`src/rtl/ddr_ail_pkg.sv`:
```
// -----------------------------------------------------------------------------
// ddr_ail_pkg
// Shared types and constants for the DDR input-register alignment (AIL)
// sequencing controller.
//   - ail_state_t   : FSM state encoding. It is visible on the STATE debug port,
//                     so the numeric values are fixed.
//   - ail_out_t     : the per-state pin bundle driven toward the IDDR and the
//                     link bring-up logic.
//   - state_outputs : maps a state to its output bundle. The FSM loads the
//                     output register with this value on the same edge that it
//                     loads the state register.
// -----------------------------------------------------------------------------
package ddr_ail_pkg;

  localparam int CNT_W   = 16;  // ARST / WAITL cycle counter
  localparam int RETRY_W = 4;   // timeouts in the current bring-up
  localparam int LOSS_W  = 4;   // consecutive low synchronized-lock cycles

  typedef enum logic [2:0] {
    ST_IDLE   = 3'd0,
    ST_ARST   = 3'd1,
    ST_WAITL  = 3'd2,
    ST_LOCKED = 3'd3,
    ST_FAIL   = 3'd4
  } ail_state_t;

  typedef struct packed {
    logic rstail;
    logic runail;
    logic iddr_rst;
    logic ready;
    logic fail;
  } ail_out_t;

  function automatic ail_out_t state_outputs(input ail_state_t s);
    ail_out_t o;
    case (s)
      ST_IDLE:   o = '{rstail: 1'b1, runail: 1'b0, iddr_rst: 1'b1, ready: 1'b0, fail: 1'b0};
      ST_ARST:   o = '{rstail: 1'b1, runail: 1'b0, iddr_rst: 1'b1, ready: 1'b0, fail: 1'b0};
      ST_WAITL:  o = '{rstail: 1'b0, runail: 1'b1, iddr_rst: 1'b1, ready: 1'b0, fail: 1'b0};
      ST_LOCKED: o = '{rstail: 1'b0, runail: 1'b0, iddr_rst: 1'b0, ready: 1'b1, fail: 1'b0};
      ST_FAIL:   o = '{rstail: 1'b1, runail: 1'b0, iddr_rst: 1'b1, ready: 1'b0, fail: 1'b1};
      default:   o = '{rstail: 1'b1, runail: 1'b0, iddr_rst: 1'b1, ready: 1'b0, fail: 1'b0};
    endcase
    return o;
  endfunction

endpackage

```
`src/rtl/ail_sync2.sv`:
```
// -----------------------------------------------------------------------------
// ail_sync2
// Two-flop synchronizer that brings the IDDR LOCK flag into the SCLK domain.
// Reset is synchronous and clears both flops.
// Ports:
//   i_clk  : destination clock
//   i_srst : synchronous active-high reset
//   i_d    : asynchronous input
//   o_q    : synchronized output (second flop)
// -----------------------------------------------------------------------------
module ail_sync2 (
  input  logic i_clk,
  input  logic i_srst,
  input  logic i_d,
  output logic o_q
);

  logic r_meta;
  logic r_sync;

  always_ff @(posedge i_clk) begin
    if (i_srst) begin
      r_meta <= 1'b0;
      r_sync <= 1'b0;
    end else begin
      r_meta <= i_d;
      r_sync <= r_meta;
    end
  end

  assign o_q = r_sync;

endmodule

```
`src/rtl/ddr_ail_ctrl.sv`:
```
// -----------------------------------------------------------------------------
// ddr_ail_ctrl
// Sequences the IDDR alignment logic through reset -> train -> lock. A training
// attempt that times out is retried a bounded number of times. The datapath is
// held in reset until lock is reached, and a filtered loss of lock starts a new
// training round automatically.
// Ports:
//   SCLK      : system clock; all state changes on the rising edge
//   RST       : synchronous active-high reset
//   START     : level request (1 = bring up / keep the link, 0 = abort to IDLE)
//   LOCK_IN   : IDDR LOCK, asynchronous to SCLK
//   RSTAIL_O  : to IDDR RSTAIL
//   RUNAIL_O  : to IDDR RUNAIL
//   IDDR_RST  : to IDDR RST (datapath reset)
//   READY     : link locked, data valid
//   FAIL      : retries exhausted; stays set until START is dropped
//   LOSS      : one-cycle pulse when a lock loss is detected
//   RETRY_CNT : timeouts seen in the current bring-up
//   STATE     : current state encoding (debug)
// Every output is a register, so there is no combinational path from any
// input to any output.
// -----------------------------------------------------------------------------
module ddr_ail_ctrl
  import ddr_ail_pkg::*;
#(
  parameter int unsigned RST_CYCLES   = 4,
  parameter int unsigned LOCK_TIMEOUT = 255,
  parameter int unsigned MAX_RETRY    = 3,
  parameter int unsigned LOSS_FILTER  = 2
) (
  input  logic               SCLK,
  input  logic               RST,
  input  logic               START,
  input  logic               LOCK_IN,
  output logic               RSTAIL_O,
  output logic               RUNAIL_O,
  output logic               IDDR_RST,
  output logic               READY,
  output logic               FAIL,
  output logic               LOSS,
  output logic [RETRY_W-1:0] RETRY_CNT,
  output logic [2:0]         STATE
);

  // Terminal counts. Each comparison happens on the last cycle of a phase, so
  // it is made against N-1.
  localparam logic [CNT_W-1:0]   RST_LAST   = CNT_W'(RST_CYCLES - 1);
  localparam logic [CNT_W-1:0]   TO_LAST    = CNT_W'(LOCK_TIMEOUT - 1);
  localparam logic [RETRY_W-1:0] RETRY_MAX  = RETRY_W'(MAX_RETRY);
  localparam logic [LOSS_W-1:0]  LOSS_LAST  = LOSS_W'(LOSS_FILTER - 1);

  logic w_lock_s;

  ail_state_t         r_state;
  ail_out_t           r_out;
  logic [CNT_W-1:0]   r_cnt;
  logic [RETRY_W-1:0] r_retry;
  logic [LOSS_W-1:0]  r_loss_cnt;
  logic               r_loss;

  ail_sync2 u_lock_sync (
    .i_clk  (SCLK),
    .i_srst (RST),
    .i_d    (LOCK_IN),
    .o_q    (w_lock_s)
  );

  always_ff @(posedge SCLK) begin
    if (RST) begin
      r_state    <= ST_IDLE;
      r_out      <= state_outputs(ST_IDLE);
      r_cnt      <= '0;
      r_retry    <= '0;
      r_loss_cnt <= '0;
      r_loss     <= 1'b0;
    end else begin
      r_loss <= 1'b0;
      if (!START) begin
        // An abort overrides every other transition. The retry count is
        // cleared so that a new bring-up starts from a clean slate.
        r_state    <= ST_IDLE;
        r_out      <= state_outputs(ST_IDLE);
        r_cnt      <= '0;
        r_retry    <= '0;
        r_loss_cnt <= '0;
      end else begin
        case (r_state)
          ST_IDLE: begin
            r_state <= ST_ARST;
            r_out   <= state_outputs(ST_ARST);
            r_retry <= '0;
            r_cnt   <= '0;
          end

          ST_ARST: begin
            if (r_cnt == RST_LAST) begin
              r_state <= ST_WAITL;
              r_out   <= state_outputs(ST_WAITL);
              r_cnt   <= '0;
            end else begin
              r_cnt <= r_cnt + CNT_W'(1);
            end
          end

          ST_WAITL: begin
            // If lock arrives on the timeout cycle, lock takes priority.
            if (w_lock_s) begin
              r_state    <= ST_LOCKED;
              r_out      <= state_outputs(ST_LOCKED);
              r_cnt      <= '0;
              r_loss_cnt <= '0;
            end else if (r_cnt == TO_LAST) begin
              r_cnt <= '0;
              if (r_retry < RETRY_MAX) begin
                r_retry <= r_retry + RETRY_W'(1);
                r_state <= ST_ARST;
                r_out   <= state_outputs(ST_ARST);
              end else begin
                r_state <= ST_FAIL;
                r_out   <= state_outputs(ST_FAIL);
              end
            end else begin
              r_cnt <= r_cnt + CNT_W'(1);
            end
          end

          ST_LOCKED: begin
            // Only an uninterrupted run of LOSS_FILTER low samples counts as
            // a loss. A single high sample restarts the run.
            if (w_lock_s) begin
              r_loss_cnt <= '0;
            end else if (r_loss_cnt == LOSS_LAST) begin
              r_state    <= ST_ARST;
              r_out      <= state_outputs(ST_ARST);
              r_loss     <= 1'b1;
              r_retry    <= '0;
              r_cnt      <= '0;
              r_loss_cnt <= '0;
            end else begin
              r_loss_cnt <= r_loss_cnt + LOSS_W'(1);
            end
          end

          ST_FAIL: begin
            // Held here until START drops.
          end

          default: begin
            r_state <= ST_IDLE;
            r_out   <= state_outputs(ST_IDLE);
            r_cnt   <= '0;
          end
        endcase
      end
    end
  end

  assign RSTAIL_O  = r_out.rstail;
  assign RUNAIL_O  = r_out.runail;
  assign IDDR_RST  = r_out.iddr_rst;
  assign READY     = r_out.ready;
  assign FAIL      = r_out.fail;
  assign LOSS      = r_loss;
  assign RETRY_CNT = r_retry;
  assign STATE     = r_state;

endmodule

```
`config.mk`:
```
export PLATFORM = sky130hd
export DESIGN_NAME = ddr_ail_ctrl
export DESIGN_NICKNAME = d
export VERILOG_FILES = /design/src/rtl/ddr_ail_pkg.sv /design/src/rtl/ail_sync2.sv /design/src/rtl/ddr_ail_ctrl.sv
export SDC_FILE = /design/constraint.sdc
export NUM_CORES = 1
export LEC_CHECK = 0
export CAP_MARGIN = 20
export CELL_PAD_IN_SITES_DETAIL_PLACEMENT = 1
export CELL_PAD_IN_SITES_GLOBAL_PLACEMENT = 1
export CORE_MARGIN = 8
export CORE_UTILIZATION = 42
export DETAILED_ROUTE_END_ITERATION = 8
export GPL_ROUTABILITY_DRIVEN = 1
export PLACE_DENSITY = 0.79
export SLEW_MARGIN = 40
export SYNTH_ARGS = -nofsm -noshare
export SYNTH_HDL_FRONTEND = slang
export SYNTH_SLANG_ARGS = --single-unit
```
`constraint.sdc`:
```
create_clock -name SCLK -period 2.2 [get_ports SCLK]
set_input_delay 0.33 -clock SCLK [delete_from_list [all_inputs] [get_ports SCLK]]
set_output_delay 0.33 -clock SCLK [all_outputs]
set_load 0.1 [all_outputs]
```
==> results of run 1 <==
-- through the flow --
step	power, W	instance area, um2	utilization (%)
after floorplan	0.000732	1690	-
after global placement	0.000760	1910	48.5
after detailed placement	0.000763	1910	48.5
after CTS	0.00118	1980	50.3
after global routing	0.00123	2000	50.7
final	0.00117	2000	50.7
-- placed cells by master (no fill, tap or decap), types with 2 or more instances in the layout --
cell,instances
nor2_1,28
ha_1,5
xor2_1,6
and2_1,3
nor2b_1,6
and3_1,3
nand4_1,5
mux2i_1,4
buf_4,19
inv_1,5
clkbuf_8,5
a211oi_1,3
o21ai_0,2
nand3_1,7
or4_1,2
a32o_1,3
o21a_1,3
xnor2_1,10
a21oi_1,3
and4_1,2
o21ai_2,2
nand2b_1,3
nor4_2,3
nand2_1,15
nor3_1,6
dfxtp_1,33
dfxtp_2,2
clkdlybuf4s50_1,3
-- flip-flops by register name, indices dropped and copies added (netlist names), 3 cells and up --
name and cells:
RETRY_CNT 4, STATE 3, r_cnt 16, r_loss_cnt 4
-- logic make-up (layout without fill, tap and decap cells) --
family | after synthesis | after routing | share of synthesized area [%]
AO/OA/AOI/OAI | 27 | 27 | 12.7
adder cells (fa/ha/maj) | 5 | 5 | 3.70
flip-flops | 35 | 35 | 41.5
multiplexers | 4 | 4 | 2.37
AND/OR/NAND/NOR | 90 | 90 | 29.0
buffers and inverters | 10 | 34 | 2.44
XOR/XNOR | 16 | 16 | 8.29
-- per-layer routing --
layer	vias up	wire [um]	GRT usage, %
met5	-	0	0
met4	0	73	6.67
met3	8	127	2.70
met2	21	2090	23.9
met1	708	1880	18.0
li1	713	-	-
-- final timing paths --
path | end | cells past startpoint | start | slack, ns
max | READY | 6 | r_cnt[0] | 0.16
min | u_lock_sync.o_q | 1 | u_lock_sync.r_meta | 0.44
max reg2reg | READY | 6 | r_cnt[0] | 0.16
min reg2reg | u_lock_sync.o_q | 1 | u_lock_sync.r_meta | 0.44
-- critical path, delay by kind of cell (launching register included) --
| kind | cells | cell delay, ns |
|---|---|---|
| flip-flops | 1 | 0.39 |
| adder cells (fa/ha/maj) | 1 | 0.21 |
| AO/OA/AOI/OAI | 3 | 0.84 |
| AND/OR/NAND/NOR | 2 | 0.47 |
-- power groups by stage --
| stage | clock network, W | registers [W] | logic (W) |
|---|---|---|---|
| 6_report | 0.000420 | 0.000648 | 0.000101 |
| 4_1_cts | 0.000435 | 0.000648 | 0.000102 |
| 5_1_grt | 0.000470 | 0.000650 | 0.000108 |
| 3_5_place_dp | 0 | 0.000662 | 0.000101 |
| 3_3_place_gp | 0 | 0.000662 | 0.0000983 |
| 2_1_floorplan | 0 | 0.000684 | 0.0000474 |
-- cell type report --
| class | count | area (um2) |
|---|---|---|
| fill | 462 | 1940 |
| multi-input combinational | 142 | 948 |
| sequential | 35 | 703 |
| timing repair buffer | 23 | 193 |
| clock buffer | 6 | 72.6 |
| tap | 50 | 62.6 |
| inverter | 5 | 18.8 |
==> results.md, run 1 <==
* Top cells by count, synth: dfxtp_1, nor2_1, nand2_1
* CTS tree: yes
* CP Capture Type: register
* Worst slack, placed at 0.155 ns
* Layout cells sized above 1 at 17.5%
* Yosys top cell area share at 41.5%
* Detailed Route Iter0 Violations at 51
* CP arrival at 2.21 ns
* Die ar. at 6310 um2
* Synth Instances at 187
* Slew headroom at 68.3%
* Setup ws final at 0.165 ns
* Main synth FF type: dfxtp_1
* #FFs+latches synth at 35
* Dominant cells by area after synthesis: dfxtp_1, nor2_1, xnor2_1
* Initial antenna violation count at 0
* Post-route antenna net violation count at 0
* Min cycle time layout at 2.04 ns
* Fmax achieved at 491 MHz
* Maximum VDD drop at 0.352 mV
* Syn. warnings at 0
* Syn_area_per_cell at 9.04 um2
* Initial Util at 42.9%
* Syn Nets at 196
* Max incr delay on CP at 0.40 ns
* Die width at 79.4 um
* Clk_skew at 0.00490 ns
* Cell taking the most area after synthesis: dfxtp_1
* # setup viols final at 0
* Largest net degree at the start of global routing at 17
* Worst-margin pin slew at 0.472 ns
* First-pass DRT Iterations at 4
* Clk sinks at 35
* CP cell instances: ha_1 > nor4b_1 > nand4_1 > a32oi_1 > a21oi_1 > a22o_1
* Ys async rst share at 0%
* Most frequent cell after synthesis: dfxtp_1
* Post_cts resized at 0
* Area growth, synth to finish at 18.2%
* Drt wl/cell at 16.0 um
* Leakage power at 0.712 nW
* Startpoint types: register
* Total grt overflow at 0
* Cts hold-fix bufs at 0
* WS Path Type: reg -> reg
* Vias at 1450
* Max_cap viols at 0
* CTS Root Cell: clkbuf_8
* Setup TNS at 0 ns
* Sequential share of power at 55.4%
* Mapped Area at 1690 um2
* Skew-Pair Late Insertion Delay at 0.28 ns
* Placed Cells incl. Taps at 253
* Fin crit share at 92.5%
* Pint at 0.000885 W
* Global-route wire length before repair at 7380 um
* Worst path required time at 2.37 ns
* CTS H-tree lvls at 2
* Placement Rows at 23
* Status: complete, no violations
* Switching portion of total power at 24.4%
* Power share of the combinational group at 8.7%
* RD Place Congestion at 0.810
* Total wire length at 4170 um
* Critical-path top delay cell: a32oi_1
* Post-CTS setup buffers at 0
* Nets at 221
* Port bufs at 16
* Drt drc at 0
* Post-synthesis sequential area ratio at 41.5%
* Die H at 79.4 um
* TritonCTS Buffers at 5
* CTS clk-pin slew, worst paths at 0.07 ns
* EDFF count, synth at 0
* Critical Path Fanout Max at 5
* Total Routing Usage GR at 14.6%
* RSZ-0062 raised after global routing: false
* Final non-filler cell total at 261
* Hold slack at 0.442 ns
* Class of the worst hold path: reg -> reg
* Hold Vio Cnt, Final at 0
* Slew Viols, Final at 0
* Top Ports at 17
* Post-DP HPWL at 3090 um
* DR vias/cell at 5.56
* Vias in the first global route at 1497
* Sw Pwr at 0.000285 W
* Pwr dens at 586 nW/um2
* Clk network pwr share at 35.9%
* Synth unique cells at 44
* Max clock buf depth at 2
* CORE AREA at 3940 um2
* ANT cells at 0
No activity file was read; power rests on OpenSTA's default activity.
==> inputs of run 2 (changes only) <==
--- a/config.mk
+++ b/config.mk
@@ -8,7 +8,6 @@
 export CAP_MARGIN = 20
 export CELL_PAD_IN_SITES_DETAIL_PLACEMENT = 1
 export CELL_PAD_IN_SITES_GLOBAL_PLACEMENT = 1
-export CORE_MARGIN = 8
 export CORE_UTILIZATION = 42
 export DETAILED_ROUTE_END_ITERATION = 8
 export GPL_ROUTABILITY_DRIVEN = 1
@@ -16,4 +15,5 @@
 export SLEW_MARGIN = 40
 export SYNTH_ARGS = -nofsm -noshare
 export SYNTH_HDL_FRONTEND = slang
+export SYNTH_HIERARCHICAL = 1
 export SYNTH_SLANG_ARGS = --single-unit
==> run 2 against run 1 <==
Count of clock-buffer cells in the layout is the same; synthesized area is 1.6% higher; clock skew barely moved; critical endpoint is now RETRY_CNT[1]; largest cell class unchanged; largest power group unchanged.
==> results.md, run 2 <==
* Fmax achieved at 486 MHz (was 491 MHz)
* Hold Path End: u_lock_sync/o_q (was u_lock_sync.o_q)
* Critical Path Fanout Max at 4 (was 5)
* Cell taking the most area after synthesis: dfxtp_1 (unchanged)
* Skew-Pair Late Insertion Delay at 0.29 ns (was 0.28 ns)
* Most frequent cells in the layout: dfxtp_1, nor2_1, buf_4 (unchanged)
* Placement Rows at 22 (was 23)
* Worst R2R Setup Slack at 0.14 ns (was 0.16 ns)
* Top Ports at 17 (unchanged)
* Clk network pwr share at 38.2% (was 35.9%)
* Maximum VDD drop at 0.422 mV (was 0.352 mV)
* Syn Nets at 205 (was 196)
* Main synth FF type: dfxtp_1 (unchanged)
* Dominant cells by area after synthesis: dfxtp_1, nor2_1, xnor2_1 (unchanged)
* Global-route wire length before repair at 7250 um (was 7380 um)
* Top reg by flops: r_cnt (unchanged)
* DR vias/cell at 5.57 (was 5.56)
* Slew headroom at 68.5% (was 68.3%)
* EDFF count, synth at 0 (unchanged)
* Power, Total at 0.00120 W (was 0.00117 W)
* Yosys top cell area share at 40.8% (was 41.5%)
* Seq. cell area at 706 um2 (was 703 um2)
* Detailed Route Iter0 Violations at 50 (was 51)
* Utilization after layout at 53.0% (was 50.7%)
* Port bufs at 16 (unchanged)
* Nets at 228 (was 221)
* Vias at 1494 (was 1450)
* Switching portion of total power at 25.9% (was 24.4%)
* Clk sinks at 35 (unchanged)
* Worst r2r dst: RETRY_CNT[1] (was READY)
* Startpoint types: register (unchanged)
* CTS clk-pin slew, worst paths at 0.07 ns (about the same)
* Fin crit share at 93.6% (was 92.5%)
* Slew Viols, Final at 0 (unchanged)
* Leakage power at 0.694 nW (was 0.712 nW)
* TritonCTS Buffers at 5 (unchanged)
* Post-synthesis sequential area ratio at 40.8% (was 41.5%)
* Post-route antenna net violation count at 0 (unchanged)
* Sequential share of power at 54.0% (was 55.4%)
* Syn. warnings at 6 (was 0)
* Top cells by count, synth: dfxtp_1, nor2_1, xnor2_1 (was dfxtp_1, nor2_1, nand2_1)
* Drt drc at 0 (unchanged)
* CP Capture Type: register (unchanged)
* Total wire length at 4190 um (was 4170 um)
* First-pass DRT Iterations at 4 (unchanged)
* Synth Instances at 196 (was 187)
* Die width at 66.0 um (was 79.4 um)
* CTS Root Cell: clkbuf_8 (unchanged)
* Die H at 66.0 um (was 79.4 um)
* Initial Util at 45.2% (was 42.9%)
* Power share of the combinational group at 7.8% (was 8.7%)
* Class of the worst hold path: reg -> reg (unchanged)
* Largest register FFs at 16 (unchanged)
* Hold Path Origin: u_lock_sync/r_meta (was u_lock_sync.r_meta)
* Max clock buf depth at 2 (unchanged)
* Sw Pwr at 0.000312 W (was 0.000285 W)
* Most frequent cell after synthesis: dfxtp_1 (unchanged)
* Ys async rst share at 0% (unchanged)
* Pint at 0.000892 W (was 0.000885 W)
* # setup viols final at 0 (unchanged)
* Largest net degree at the start of global routing at 17 (unchanged)
* Worst-margin pin slew at 0.469 ns (was 0.472 ns)
* #FFs+latches synth at 35 (unchanged)
* Pwr dens at 597 nW/um2 (was 586 nW/um2)
* R2R depth at 6 (unchanged)
* Die ar. at 4350 um2 (was 6310 um2)
* Syn_area_per_cell at 8.76 um2 (was 9.04 um2)
* Setup TNS at 0 ns (unchanged)
* Status: complete, no violations (unchanged)
* # fillers at 464 (was 462)
* RSZ-0062 raised after global routing: false (unchanged)
* Drt wl/cell at 15.6 um (was 16.0 um)
* WS Path Type: reg -> reg (unchanged)
* Total grt overflow at 0 (unchanged)
* Synth unique cells at 44 (unchanged)
* CP arrival at 2.29 ns (was 2.21 ns)
* Clk_skew at 0.00450 ns (was 0.00490 ns)
* Post-DP HPWL at 3030 um (was 3090 um)
* Final instance area at 2010 um2 (was 2000 um2)
* Crit Reg-Reg Startpoint: r_cnt[10] (was r_cnt[0])
* Area growth, synth to finish at 17.3% (was 18.2%)
* Initial antenna violation count at 0 (unchanged)
* Mapped Area at 1720 um2 (was 1690 um2)
* Layout cells sized above 1 at 17.7% (was 17.5%)
* CTS tree: yes (unchanged)
* CORE AREA at 3800 um2 (was 3940 um2)
* Area after DPL at 1910 um2 (about the same)
* Hold Vio Cnt, Final at 0 (unchanged)
* Total Routing Usage GR at 21.9% (was 14.6%)
* ANT cells at 0 (unchanged)
* Max_cap viols at 0 (unchanged)
* Vias in the first global route at 1535 (was 1497)
* Hold path cells at 1 (unchanged)
* CTS H-tree lvls at 2 (unchanged)
* RD Place Congestion at 0.804 (was 0.810)
* Worst path required time at 2.43 ns (was 2.37 ns)
* Multi-input logic area at 941 um2 (was 948 um2)
* Min cycle time layout at 2.06 ns (was 2.04 ns)
==> run 2: cell types whose count changed after synthesis, moves of 4 or more <==
cell | previous run | this run
a21oi_1 | 3 | 9
mux2i_1 | 4 | 0
nand3_1 | 7 | 3
o21ai_0 | 2 | 9
==> run 2: final cells by class <==
class                           count  share of cell area, %
Clock buffer                        6                   3.60
Timing Repair Buffer               24                   9.94
Clock inverter                      2                  0.621
Multi-Input combinational cell    147                   46.7
Sequential cell                    35                   35.0
Tap cell                           48                   2.98
Inverter                            6                   1.12
==> run 2: worst max path at each step <==
stage	slack [ns]	start	endpoint
floorplan	0.10	RETRY_CNT[0]	RETRY_CNT[1]
finish	0.14	r_cnt[10]	RETRY_CNT[1]
global route	0.02	r_cnt[1]	STATE[1]
CTS	0.05	r_cnt[0]	r_cnt[11]
detailed placement	0.06	r_cnt[0]	r_cnt[11]
global placement	0.17	r_cnt[0]	r_cnt[1]
==> run 2: worst max-delay path, cell delays in order, from the launching register on <==
cell      delay [ns]
dfxtp_1         0.34
nor4_1          0.39
buf_4           0.19
nand4_1         0.16
a211oi_1        0.45
mux2_2          0.38
nor2_1          0.08
==> run 2: logic make-up (layout without fill, tap and decap cells) <==
group / Yosys count / in the layout / synth area share (%)
fa+ha+maj: 5 / 5 / 3.64
flops: 35 / 35 / 40.8
xor+xnor: 17 / 17 / 8.67
buf+inv: 14 / 38 / 4.44
simple gates: 91 / 91 / 28.7
compound gates: 33 / 33 / 13.1
mux: 1 / 1 / 0.655
==> run 2: timing repair <==
item	4_1_cts	5_1_grt
setup buffers	0	1
gates resized for setup	0	1
setup endpoints to repair	0	16
hold buffers	0	0
==> run 2: power by group through the flow <==
stage               clock network (W)  logic [W]  registers (W)
floorplan                           0  0.0000460       0.000683
global placement                    0  0.0000880       0.000663
detailed placement                  0  0.0000896       0.000664
CTS                          0.000473  0.0000906       0.000649
global route                 0.000509   0.000101       0.000651
finish                       0.000459  0.0000943       0.000650
==> run 2: through the flow <==
| step | worst slack, ns | hold WS [ns] | std cells |
|---|---|---|---|
| after global routing | 0.0166 | 0.468 | 268 |
| after CTS | 0.0531 | 0.451 | 267 |
| after detailed placement | 0.0603 | 0.430 | 259 |
| after floorplan | 0.103 | 0.402 | 196 |
| after global placement | 0.170 | 0.423 | 259 |
| final | 0.141 | 0.446 | 268 |
==> run 2: routing by layer <==
metal  global-route usage, %  vias to the layer above  wire length (um)
met5                       0                        -                 0
met3                    5.17                        5               151
met2                    37.1                       31              1980
li1                        -                      731                 -
met1                    27.8                      727              2020
met4                    5.59                        0                40
==> inputs of run 3 (changes only) <==
--- a/config.mk
+++ b/config.mk
@@ -5,7 +5,7 @@
 export SDC_FILE = /design/constraint.sdc
 export NUM_CORES = 1
 export LEC_CHECK = 0
-export CAP_MARGIN = 20
+export CAP_MARGIN = 40
 export CELL_PAD_IN_SITES_DETAIL_PLACEMENT = 1
 export CELL_PAD_IN_SITES_GLOBAL_PLACEMENT = 1
 export CORE_UTILIZATION = 42
==> results of run 3 <==
Same layout as run 2: the final DEF is identical, and so are final timing and power.
